<file path="src/rtl/parallel_to_serial_conv.sv">
// Free-running PISO serializer: loads parallel_i whenever empty, then shifts
// one bit per clock on serial_o (qualified by valid_o), with a one-cycle bubble between words.
module parallel_to_serial_conv #(
  parameter int DATA_W    = 4,
  parameter bit MSB_FIRST = 1'b0
) (
  input  logic              clk,
  input  logic              reset,
  input  logic [DATA_W-1:0] parallel_i,
  output logic              serial_o,
  output logic              valid_o,
  output logic              empty_o
);

  localparam int CW = $clog2(DATA_W + 1);

  logic [DATA_W-1:0] shreg = '0;
  logic [CW-1:0]     cnt   = '0;
  logic              serial_q = 1'b0;
  logic              valid_q  = 1'b0;
  logic              empty_q  = 1'b1;

  logic              out_bit;
  logic [DATA_W-1:0] shreg_shifted;

  always_comb begin
    out_bit       = 1'b0;
    shreg_shifted = '0;
    if (MSB_FIRST) begin
      out_bit       = shreg[DATA_W-1];
      shreg_shifted = {shreg[DATA_W-2:0], 1'b0};
    end else begin
      out_bit       = shreg[0];
      shreg_shifted = {1'b0, shreg[DATA_W-1:1]};
    end
  end

  always_ff @(posedge clk) begin
    if (reset) begin
      shreg    <= '0;
      cnt      <= '0;
      serial_q <= 1'b0;
      valid_q  <= 1'b0;
      empty_q  <= 1'b1;
    end else if (cnt == '0) begin
      // Load edge: serial_q deliberately keeps its last value.
      shreg   <= parallel_i;
      cnt     <= CW'(DATA_W);
      valid_q <= 1'b0;
      empty_q <= 1'b0;
    end else begin
      serial_q <= out_bit;
      shreg    <= shreg_shifted;
      cnt      <= cnt - CW'(1);
      valid_q  <= 1'b1;
      empty_q  <= (cnt == CW'(1));
    end
  end

  assign serial_o = serial_q;
  assign valid_o  = valid_q;
  assign empty_o  = empty_q;

endmodule

</file>
<file path="config.mk">
export PLATFORM = sky130hd
export DESIGN_NAME = parallel_to_serial_conv
export DESIGN_NICKNAME = d
export VERILOG_FILES = /design/src/rtl/parallel_to_serial_conv.sv
export SDC_FILE = /design/constraint.sdc
export NUM_CORES = 1
export LEC_CHECK = 0
export ABC_CLOCK_PERIOD_IN_PS = 1600
export CAP_MARGIN = 20
export CORE_AREA = 4 4 41 43
export CTS_CLUSTER_SIZE = 12
export DETAILED_ROUTE_END_ITERATION = 10
export DIE_AREA = 0 0 45 47
export HOLD_SLACK_MARGIN = 0.15
export SLEW_MARGIN = 0
export SYNTH_ARGS = -nofsm -noshare
export SYNTH_HDL_FRONTEND = slang
export SYNTH_SLANG_ARGS = --single-unit
</file>
<file path="constraint.sdc">
create_clock -name clk -period 1.6 [get_ports clk]
set_input_delay 0.4 -clock clk [delete_from_list [all_inputs] [get_ports clk]]
set_output_delay 0.4 -clock clk [all_outputs]
set_load 0.05 [all_outputs]
</file>
==> impl_metrics.py <==
metrics = {
    "logic_synthesis": {
        "synth-seq-cells": 10,
        "synthDistinctLibCells": 13,
        "synth-xor-area-share": 0,
        "yosys-top-cells-area": "dfxtp_1, nand4bb_1, ha_1",
        "avgSynthCellArea_um2": 10.82,
        "synth-adder-area-share": 0.09375,
        "synth_area_um2": 400.4,
        "synth_warnings": 0,
        "synth_top_area_frac": 0.5000,
        "synth_mux_area_frac": 0,
        "synth_area_leader_cell": "dfxtp_1",
        "ys_seq_area_frac": 0.5000,
        "synth_top_family_by_area": "simple AND/OR/NAND/NOR gates",
        "synth_compound_area_frac": 0.08750,
        "syn_nets": 46,
        "synthSimpleGateAreaFrac": 0.2875,
        "synthCells": 37,
    },
    "placed_design": {
        "portBuffers": 8,
        "place_congestion": 0.6868,
        "pre_cts_slack_ns": 0.09600,
        "dp.cells": 59,
        "placed_area_um2": 524.3,
    },
    "flow_run": {
        "drv_cap": 0,
    },
    "clock_network": {
        "cts_buffer_depth": 2,
        "root_buffer": "clkbuf_4",
        "cts_buffers": 3,
        "clock-sinks": 10,
        "cts.repair.resized": 0,
        "cts_hold_buf": 0,
        "cts-htree-levels": 1,
        "clk_latency_ns": 0.26,
        "cts_setup_buffers": 0,
        "clkTransAtPathRegs_ns": 0.06,
        "cts_tree": "yes",
    },
    "sta": {
        "fin_crit_ns": 1.206,
        "setup_viol": 0,
        "rsz0062_at_grt": "false",
        "max_slew.worst_pin.slew_ns": 0.3742,
        "relSlewSlack": 0.7497,
        "period_share": 0.7540,
        "clock.fmax_mhz": 828.9,
        "finalHoldViolations": 0,
        "setup_tns_ns": 0,
        "clock_skew_ns": 0.003077,
        "slew_violations": 0,
        "fin_ws_ns": 0.3936,
    },
    "drt": {
        "antenna_left": 0,
        "drt_first_pass_iters": 1,
        "routedWlPerCell_um": 10.56,
        "routed-via-count": 281,
        "drt-total-wl_um": 655,
        "drc": 0,
        "avgViaCountPerCell": 4.532,
        "drt-initial-drc-count": 0,
    },
    "setup_path": {
        "critical_path_peak_fanout": 14,
        "worst_setup_path_end_kind": "register",
        "critPathLaunchType": "input pin",
        "worstPathArrival_ns": 1.35,
        "critPathKind": "in2reg",
        "cp.required_ns": 1.74,
    },
    "floorplan": {
        "core-area_um2": 1301,
        "die_w_um": 45,
        "initial_utilization": 0.3077,
        "fp.dieArea_um2": 2115,
        "io_pins": 9,
        "fp-row-count": 13,
        "die_h_um": 47,
    },
    "global_routing": {
        "grtUsageTotal": 0.08267,
        "grt_pass1_wl_um": 1221,
        "grt_pass1_vias": 284,
        "antenna_found_initial": 0,
        "grt_max_degree": 15,
        "gr-total-overflow": 0,
    },
    "finish": {
        "instances_no_fill": 62,
        "fin_nets": 58,
        "n_antenna_cell": 0,
        "nFillCells": 141,
        "stdcell_area_um2": 546.8,
        "area_growth_pct": 36.56,
        "drive_above_1_share": 0.1489,
    },
    "power": {
        "power_density_nw_per_um2": 1694,
        "power.total_w": 0.0009263,
        "leakage_nw": 0.2196,
        "irDropWorstVdd_mv": 0.8705,
    },
    "worst_hold_path": {
        "hp-class": "reg2reg",
    },
    "status": {
        "status": "finished clean",
    },
}
[metrics by stage]
step	hold WS [ns]	utilization
finish	0.4534	0.4202
global route	0.5005	0.4202
global placement	0.4433	0.4029
floorplan	0.4321	-
detailed placement	0.4488	0.4029
CTS	0.4577	0.4202
[critical path, stage by stage]
cell and delay, ns:
clkdlybuf4s50_1 0.69, nand4bb_1 0.18, o21ai_0 0.08
[Yosys cell counts]
master,count
dfxtp_1,10
nand2b_1,4
nand4bb_1,4
o21ai_0,4
ha_1,3
nor3_1,3
inv_1,2
nor2_1,2
a211oi_1,1
a21o_1,1
and3b_1,1
buf_2,1
nor2b_4,1
[cell type report]
cell class / instances / area (um2) / area share
clock buffers: 3 / 22.52 / 0.04119
inverters: 2 / 7.507 / 0.01373
multi-input cells: 24 / 187.7 / 0.3432
flip-flops and latches: 10 / 200.2 / 0.3661
well taps: 15 / 18.77 / 0.03432
repair buffers: 8 / 110.1 / 0.2014
[worst paths after layout]
path                  from  endpoint  slack (ns)  depth (start not counted)
setup reg to reg    cnt[0]  serial_o        0.42                          4
setup / recovery     reset  shreg[1]        0.39                          3
hold / removal    shreg[1]  shreg[0]        0.45                          2
hold reg to reg   shreg[1]  shreg[0]        0.45                          2
[metal layers]
layer,global-route usage,share of wire
met4,0.03509,0
met3,0.04598,0.035
met2,0.1215,0.44
met1,0.09954,0.52
met5,0,0
[layout by cell type (no fill, tap or decap)]
| cell | synthesis | routed |
|---|---|---|
| a211oi_1 | 1 | 1 |
| ha_1 | 3 | 3 |
| nand4bb_1 | 4 | 4 |
| a21o_1 | 1 | 1 |
| nor2b_4 | 1 | 1 |
| nor3_1 | 3 | 3 |
| inv_1 | 2 | 2 |
| nor2_1 | 2 | 2 |
| o21ai_0 | 4 | 4 |
| clkdlybuf4s50_1 | 0 | 5 |
| dfxtp_1 | 10 | 10 |
| nand2b_1 | 4 | 4 |
| and3b_1 | 1 | 1 |
| buf_12 | 0 | 3 |
| clkbuf_4 | 0 | 3 |
[state kept, by name, indices dropped and copies added (netlist names)]
register and count:
shreg 4, cnt 3, empty_o 1, serial_o 1
valid_o 1
[power breakdown]
group / total, W / internal [W] / switching (W)
Sequential: 0.000387 / 0.000328 / 0.0000598
Combinational: 0.000373 / 0.000185 / 0.000188
Clock: 0.000166 / 0.0000866 / 0.0000792
[cells by family (layout without fill, tap and decap cells)]
logic type               Yosys count  count (layout)
adder cells (fa/ha/maj)            3               3
flip-flops                        10              10
buffers and inverters              3              13
AND/OR/NAND/NOR                   15              15
AO/OA/AOI/OAI                      6               6
No activity file was read; power rests on OpenSTA's default activity.
